[src/rtl/pattern_pkg.sv]
// Shared definitions for the pattern transmitter and the detector bench that consumes its stream.
package pattern_pkg;

    localparam int DEF_WIDTH = 16;
    localparam int DEF_GAP   = 2;

    typedef enum logic [1:0] {
        IDLE   = 2'd0,
        SHIFT  = 2'd1,
        GAP_ST = 2'd2,
        DONE   = 2'd3
    } state_e;

endpackage

[src/rtl/piso_shift.sv]
// Parallel-in serial-out shifter: MSB is the current output bit, zeros enter at the LSB.
module piso_shift #(
    parameter int WIDTH = 16
) (
    input  logic             clk,
    input  logic             reset,
    input  logic             clear_i,
    input  logic             load_i,
    input  logic             shift_i,
    input  logic [WIDTH-1:0] din_i,
    output logic             msb_o
);

    logic [WIDTH-1:0] sr_q, sr_d;

    // Next contents: clear beats load beats shift; otherwise hold.
    always_comb begin
        sr_d = sr_q;
        if (clear_i) begin
            sr_d = '0;
        end else if (load_i) begin
            sr_d = din_i;
        end else if (shift_i) begin
            sr_d = sr_q << 1;
        end
    end

    // Shift register storage.
    always_ff @(posedge clk or negedge reset) begin
        if (!reset) begin
            sr_q <= '0;
        end else begin
            sr_q <= sr_d;
        end
    end

    assign msb_o = sr_q[WIDTH-1];

endmodule

[src/rtl/pattern_tx.sv]
// Serial pattern transmitter: sends len bits of a captured pattern MSB-first,
// repeated reps times with GAP idle bit-times between repetitions, then pulses done.
module pattern_tx
    import pattern_pkg::*;
#(
    parameter int WIDTH = DEF_WIDTH,
    parameter int GAP   = DEF_GAP
) (
    input  logic                   clk,
    input  logic                   reset,
    input  logic                   start,
    input  logic [WIDTH-1:0]       pattern,
    input  logic [$clog2(WIDTH):0] len,
    input  logic [3:0]             reps,
    input  logic                   abort,
    output logic                   x,
    output logic                   valid,
    output logic                   busy,
    output logic                   done
);

    localparam int LW = $clog2(WIDTH) + 1;
    localparam int GW = (GAP < 1) ? 1 : $clog2(GAP + 1);

    state_e           state_q, state_d;
    logic [WIDTH-1:0] pat_q, pat_d;
    logic [LW-1:0]    len_q, len_d;
    logic [3:0]       rep_q, rep_d;
    logic [LW-1:0]    bit_q, bit_d;
    logic [GW-1:0]    gap_q, gap_d;

    logic             sh_clear, sh_load, sh_shift;
    logic [WIDTH-1:0] sh_din;

    // Lengths beyond the register width are sent as the full width.
    function automatic logic [LW-1:0] clamp_len(input logic [LW-1:0] l);
        return (int'(l) > WIDTH) ? LW'(WIDTH) : l;
    endfunction

    // Left-justify the low l bits so the first bit to send sits at the MSB and
    // the shifter naturally drains to all-zero after the last bit.
    function automatic logic [WIDTH-1:0] align_msb(input logic [WIDTH-1:0] p,
                                                   input logic [LW-1:0]    l);
        return p << (WIDTH - int'(l));
    endfunction

    // Next-state, counter and shifter control; abort outranks every other transition.
    always_comb begin
        state_d  = state_q;
        pat_d    = pat_q;
        len_d    = len_q;
        rep_d    = rep_q;
        bit_d    = bit_q;
        gap_d    = gap_q;
        sh_clear = 1'b0;
        sh_load  = 1'b0;
        sh_shift = 1'b0;
        sh_din   = align_msb(pat_q, len_q);

        if (abort && (state_q != IDLE)) begin
            state_d  = IDLE;
            sh_clear = 1'b1;
            pat_d    = '0;
            len_d    = '0;
            rep_d    = '0;
            bit_d    = '0;
            gap_d    = '0;
        end else begin
            case (state_q)
                IDLE: begin
                    if (start && (len != '0)) begin
                        len_d   = clamp_len(len);
                        pat_d   = pattern;
                        rep_d   = (reps == 4'd0) ? 4'd1 : reps;
                        bit_d   = len_d;
                        sh_load = 1'b1;
                        sh_din  = align_msb(pattern, len_d);
                        state_d = SHIFT;
                    end
                end
                SHIFT: begin
                    if (bit_q > LW'(1)) begin
                        bit_d    = bit_q - LW'(1);
                        sh_shift = 1'b1;
                    end else if (rep_q > 4'd1) begin
                        rep_d = rep_q - 4'd1;
                        if (GAP == 0) begin
                            sh_load = 1'b1;
                            bit_d   = len_q;
                        end else begin
                            sh_shift = 1'b1;
                            gap_d    = GW'(GAP);
                            state_d  = GAP_ST;
                        end
                    end else begin
                        sh_shift = 1'b1;
                        rep_d    = '0;
                        bit_d    = '0;
                        state_d  = DONE;
                    end
                end
                GAP_ST: begin
                    if (gap_q > GW'(1)) begin
                        gap_d = gap_q - GW'(1);
                    end else begin
                        gap_d   = '0;
                        sh_load = 1'b1;
                        bit_d   = len_q;
                        state_d = SHIFT;
                    end
                end
                DONE: begin
                    state_d = IDLE;
                end
                default: begin
                    state_d = IDLE;
                end
            endcase
        end
    end

    // State, capture and counter registers.
    always_ff @(posedge clk or negedge reset) begin
        if (!reset) begin
            state_q <= IDLE;
            pat_q   <= '0;
            len_q   <= '0;
            rep_q   <= '0;
            bit_q   <= '0;
            gap_q   <= '0;
        end else begin
            state_q <= state_d;
            pat_q   <= pat_d;
            len_q   <= len_d;
            rep_q   <= rep_d;
            bit_q   <= bit_d;
            gap_q   <= gap_d;
        end
    end

    piso_shift #(
        .WIDTH (WIDTH)
    ) u_piso (
        .clk     (clk),
        .reset   (reset),
        .clear_i (sh_clear),
        .load_i  (sh_load),
        .shift_i (sh_shift),
        .din_i   (sh_din),
        .msb_o   (x)
    );

    assign valid = (state_q == SHIFT);
    assign busy  = (state_q != IDLE);
    assign done  = (state_q == DONE);

endmodule

[config.mk]
export PLATFORM = sky130hd
export DESIGN_NAME = pattern_tx
export DESIGN_NICKNAME = d
export VERILOG_FILES = /design/src/rtl/pattern_pkg.sv /design/src/rtl/piso_shift.sv /design/src/rtl/pattern_tx.sv
export SDC_FILE = /design/constraint.sdc
export NUM_CORES = 1
export LEC_CHECK = 0
export CAP_MARGIN = 0
export CORE_MARGIN = 5
export CORE_UTILIZATION = 50
export DETAILED_ROUTE_END_ITERATION = 8
export PLACE_DENSITY = 0.7
export SYNTH_ARGS = -nofsm -noshare
export SYNTH_HDL_FRONTEND = slang
export SYNTH_SLANG_ARGS = --single-unit
[constraint.sdc]
create_clock -name clk -period 3.6 [get_ports clk]
set_clock_uncertainty 0.2 [all_clocks]
set_input_delay 0.54 -clock clk [delete_from_list [all_inputs] [get_ports clk]]
set_output_delay 0.54 -clock clk [all_outputs]
set_load 0.005 [all_outputs]
-- Word-level counts from Yosys, hierarchy flattened
Cells that the tools add are included.
- flip-flop bits (word level): 50
- word-level logic and storage cells: 85
- add/sub/neg operators: 5
- magnitude comparators: 4
- equality and inequality tests: 8
- shift-type cells: 2
- muxes and demuxes: 42
- reduce and logical (&&, ||, !) cells: 17
- operators with widths (cell ; number):
    $mux W16 ; 9
    $shl A16 B32 Y16 ; 2
    $mux W5 ; 8
    $mux W4 ; 5
    $mux W2 ; 8
    $pmux W5 S3 ; 1
    $sub A5 B5 Y6 const A ; 2
    $ne A3 B3 Y1 const B ; 3
    $reduce_and A3 Y1 ; 3
    $reduce_bool A3 Y1 ; 3
    $pmux W2 S4 ; 1
    $pmux W4 S2 ; 1
    $mux W1 ; 7
    $reduce_bool A2 Y1 ; 3
    $gt A5 B1 Y1 const B ; 1
    $gt A5 B5 Y1 const B ; 1
    $reduce_bool A5 Y1 ; 1
    $sub A5 B1 Y5 const B ; 1
    $eq A2 B2 Y1 const B ; 2
    $gt A4 B1 Y1 const B ; 1
    $logic_not A4 Y1 ; 1
    $ne A4 B4 Y1 const B ; 1
    $pmux W2 S2 ; 1
    $reduce_and A4 Y1 ; 1
    10 further kinds ; 11

-- Logic depth before layout (Yosys ltp)
- depth in word-level cells: 9
- mapped depth: 13
- mapped depth without buffers: 9

-- Hierarchy
Synthesis repeated with hierarchy kept, for this count alone.
- cells, all modules: 520
- area total of the unflattened synthesis: 4448.0 um2
- by module, submodules not included (module ; instances ; cells an instance ; area each (um2)):
    pattern_tx ; 1 ; 449 ; 3603.5
    piso_shift ; 1 ; 71 ; 844.6

-- Worst setup path after synthesis
OpenSTA, ideal clock, no wires.
- kind: input to register
- from: input len[4]
- to: register u_piso.sr_q[10]
- setup time: 0.138 ns
- arrival: 2.716 ns
- required time: 3.262 ns
- setup slack: 0.545 ns
- stages on the path: 13
- buffers on the path: 5
- cell sequence: buf_4 nor2b_2 buf_6 buf_8 inv_1 ha_1 buf_2 buf_1 mux4_1 mux2i_1 o22ai_1 nand2_1 o221ai_1
- cells in the longest elaborated chain, start to end: 9
- elaborated cells between the ends (all ways): 15
- RTL lines (what ; line ; source):
    from (decl) ; pattern_tx.sv:13 ; input logic [$clog2(WIDTH):0] len,
    $gt A5 B5 Y1 ; pattern_tx.sv:37 ; return (int'(l) > WIDTH) ? LW'(WIDTH) : l;
    $mux W5 ; pattern_tx.sv:37 ;
    $sub A5 B5 Y6 ; pattern_tx.sv:44 ; return p << (WIDTH - int'(l));
    $shl A16 B32 Y16 ; pattern_tx.sv:44 ;
    $mux W16 ; pattern_tx.sv:71 ; if (start && (len != '0)) begin
    $mux W16 ; pattern_tx.sv:69 ; case (state_q)
    $mux W16 ; pattern_tx.sv:60 ; if (abort && (state_q != IDLE)) begin
    $mux W16 ; piso_shift.sv:21 ; end else if (load_i) begin
    $mux W16 ; piso_shift.sv:19 ; if (clear_i) begin
    to (signal assigned) ; piso_shift.sv:33 ; sr_q <= sr_d;
    to (decl) ; piso_shift.sv:14 ; logic [WIDTH-1:0] sr_q, sr_d;
Several ways; a longest one is shown, not always the timed one.
A chain may end at the register's enable or synchronous reset.

-- Worst setup path in the final report
- from: input len[4]
- to: register u_piso.sr_q[4]
Same word-level chain as after synthesis.

==> run_results.csv <==
group,metric,value,unit
grt,grt_pass1_wl,20.4,mm
floorplanning,rows,34,
cells_and_area,final_common_cell,"nand2_1",
cts,clockBufferDepth,2,
drt,drc,0,
cells_and_area,drive_gt1_share,13.6,%
grt,grt_pass1_vias,3727,
floorplanning,die_h,104,µm
synthesis,synth_seq_cells,50,
place,place_ws,0.153,ns
cts,clk-insertion-delay-late,0.31,ns
timing,fin_tns_setup,0,ns
setup_path,max_stage_delay,0.62,ns
setup_path,worstPathMaxFanout,8,
cts,cts_tree,"done",
floorplanning,dieArea,0.0108,mm²
timing,max_slew.worst_pin.slew,0.737,ns
setup_path,r2r_cells,9,
floorplanning,io_pins,33,
grt,grt_overflow,0,
synthesis,synth_flop_cell,"dfrtp_1",
setup_path,endpoint,"u_piso.sr_q[4]$_DFFE_PN0P_",
place,port_buffers,32,
cts,cts.repair.resized,0,
drt,dr.pass1.iters,5,
cts,clock_sinks,50,
cells_and_area,n_antenna_cell,0,
place,gp_congestion,0.962,
setup_path,cp_data_arrival_time,3.16,ns
timing,drv_slew,0,
cts,cts_root_buf,"clkbuf_8",
cells_and_area,area_delta_synth_final,12.2,%
timing,hold_viol_final,0,
drt,avgRoutedWirePerCell,20.2,µm
setup_path,crit_buf_inv,2,
flow_run,cap_violations,0,
run_status,status,"finished, final reports clean",
cells_and_area,mostFrequentLayoutCells,"nand2_1, dfrtp_1, mux2i_1, o21ai_0, clkdlybuf4s50_1",
drt,drt_iter0_markers,267,
drt,ant_nets,0,
timing,setup_viol,0,
timing,grt_setup_unrepaired,"false",
synthesis,syn_nets,518,
cts,cts_buffers,5,
synthesis,async_reset_ff_share,100,%
timing,post-route-period-util,87.0,%
setup_path,r2r-end,"u_piso.sr_q[14]$_DFFE_PN0P_",
setup_path,worstSetupPathType,"in2reg",
synthesis,syn_area,0.00441,mm²
grt,grt_max_degree,33,
cells_and_area,nNetsFinal,545,
grt,antenna_found_initial,0,
setup_path,cp-startpoint,"len[4]",
floorplanning,start_util,50.8,%
synthesis,synthDistinctLibCells,72,
setup_path,crit_path_start_kind,"input port",
power,cellLeakagePower,0.00211,µW
timing,max_clock_freq,319,MHz
timing,max_slew_margin,50.9,%
setup_path,rrSetupSlack,0.51,ns
floorplanning,core,0.00868,mm²
setup_path,cp.depth,9,
setup_path,crit_chain,"clkdlybuf4s50_1, inv_1, nand2_1, ha_1, xor2_4, mux2_2, o22ai_1, a21oi_1, a211oi_1",
synthesis,synth_cells,479,
power,power_density,807,mW/mm²
place,hpwl,9.60,mm
floorplanning,die_w,104,µm
drt,wirelength,12.4,mm
setup_path,crit_family,"buffers and inverters",
cts,htree_levels,2,
setup_path,r2r_start,"len_q[1]$_DFFE_PN0P_",
cts,clk_pin_slew,0.09,ns
drt,vias,3980,
timing,worst_slack,0.467,ns
cts,postCtsHoldBufs,0,
synthesis,yosys_warnings,0,
timing,fin_crit,3.13,ns
min_path,hp-class,"in2async",
drt,vias_per_cell,6.48,
synthesis,syn_avg_cell_area,9.21,µm²
power,ir_drop,357,µV
setup_path,slowest_stage,"clkdlybuf4s50_1",
synthesis,seq_area_frac_synth,28.4,%
grt,grtUsageTotal,23.0,%
setup_path,end_kind,"flip-flop",
setup_path,worstPathRequired,3.62,ns
cts,cts_setup_buffers,0,
synthesis,synth_edf_count,0,
## power by group
group          switching, µW  internal (µW)  total, µW
Combinational           1430           1080       2510
Clock                    196            223        419
Sequential               271            790       1060
Total                   1900           2100       3990
## cells in the mapped netlist (3+ instances only)
cell type	instances	area share [%]
clkbuf_1	8	0.68
xnor2_1	6	1.2
nor2_1	25	2.1
dfrtp_1	50	28
mux2i_1	47	11
buf_1	6	0.51
nand3_1	28	3.2
o31ai_1	4	0.68
nor3_1	13	1.5
inv_1	13	1.1
nand2b_1	9	1.3
a31oi_1	3	0.43
mux4_2	15	7.7
a22o_1	3	0.60
mux4_1	7	4.2
o22ai_1	4	0.57
or2_2	3	0.43
buf_2	10	1.1
o21ai_0	32	3.6
buf_4	3	0.51
mux2_2	6	1.5
a21oi_1	21	2.4
and3_1	5	0.71
o211ai_1	7	1.2
ha_1	10	2.8
a211oi_1	5	0.85
o221ai_1	4	0.79
and2_1	3	0.43
nand2_1	72	6.1
## registers in the layout, summed over array words and instances (netlist names)
register / cells
bit_q: 5
gap_q: 2
len_q: 5
pat_q: 16
rep_q: 4
state_q: 2
u_piso.sr_q: 16
## how the worst min path moves through the flow
stage | start | end | slack [ns] | cells after the start
final | reset | rep_q[3]$_DFFE_PN0P_ | 0.08 | 1
after global routing | reset | state_q[1]$_DFFE_PN0P_ | 0.14 | 1
after CTS | reset | gap_q[0]$_DFFE_PN0P_ | 0.10 | 1
after detailed placement | u_piso.sr_q[0]$_DFFE_PN0P_ | u_piso.sr_q[0]$_DFFE_PN0P_ | 0.32 | 2
after global placement | gap_q[0]$_DFFE_PN0P_ | gap_q[0]$_DFFE_PN0P_ | 0.30 | 2
after floorplan | reset | bit_q[0]$_DFFE_PN0P_ | 0.04 | 0
## routing by layer
layer / vias up / track usage (%) / wire length (µm)
li1: 1835 / - / -
met1: 1908 / 34.8 / 5630
met2: 212 / 33.5 / 5430
met3: 25 / 3.97 / 1040
met4: 0 / 7.03 / 282
met5: - / 0 / 0
## per-stage QoR
step	hold WS (ns)	utilization (%)	instance area [µm²]	power, µW	cells
after floorplan	0.0444	-	4410	2860	479
after global placement	0.300	55.7	4830	3490	607
after detailed placement	0.317	55.7	4830	3530	607
after CTS	0.102	57.0	4950	3960	614
after global routing	0.145	57.0	4950	4290	614
final	0.0801	57.0	4950	3990	614
## layout make-up
type / count / area (µm²)
Sequential cell: 50 / 1250
Fill cell: 811 / 3730
Inverter: 14 / 52.6
Timing Repair Buffer: 51 / 458
Tap cell: 108 / 135
Clock buffer: 6 / 82.6
Clock inverter: 1 / 30.0
Multi-Input combinational cell: 384 / 2940
## kinds of logic (layout without fill, tap and decap cells)
logic type | after synthesis | after routing | synth area share, %
AO/OA/AOI/OAI | 110 | 110 | 17.2
XOR/XNOR | 10 | 10 | 2.75
adder cells (fa/ha/maj) | 10 | 10 | 2.84
buffers and inverters | 45 | 72 | 4.99
flip-flops | 50 | 50 | 28.4
multiplexers | 75 | 75 | 24.0
AND/OR/NAND/NOR | 179 | 179 | 19.8
Power figures use the tool's default switching activity.
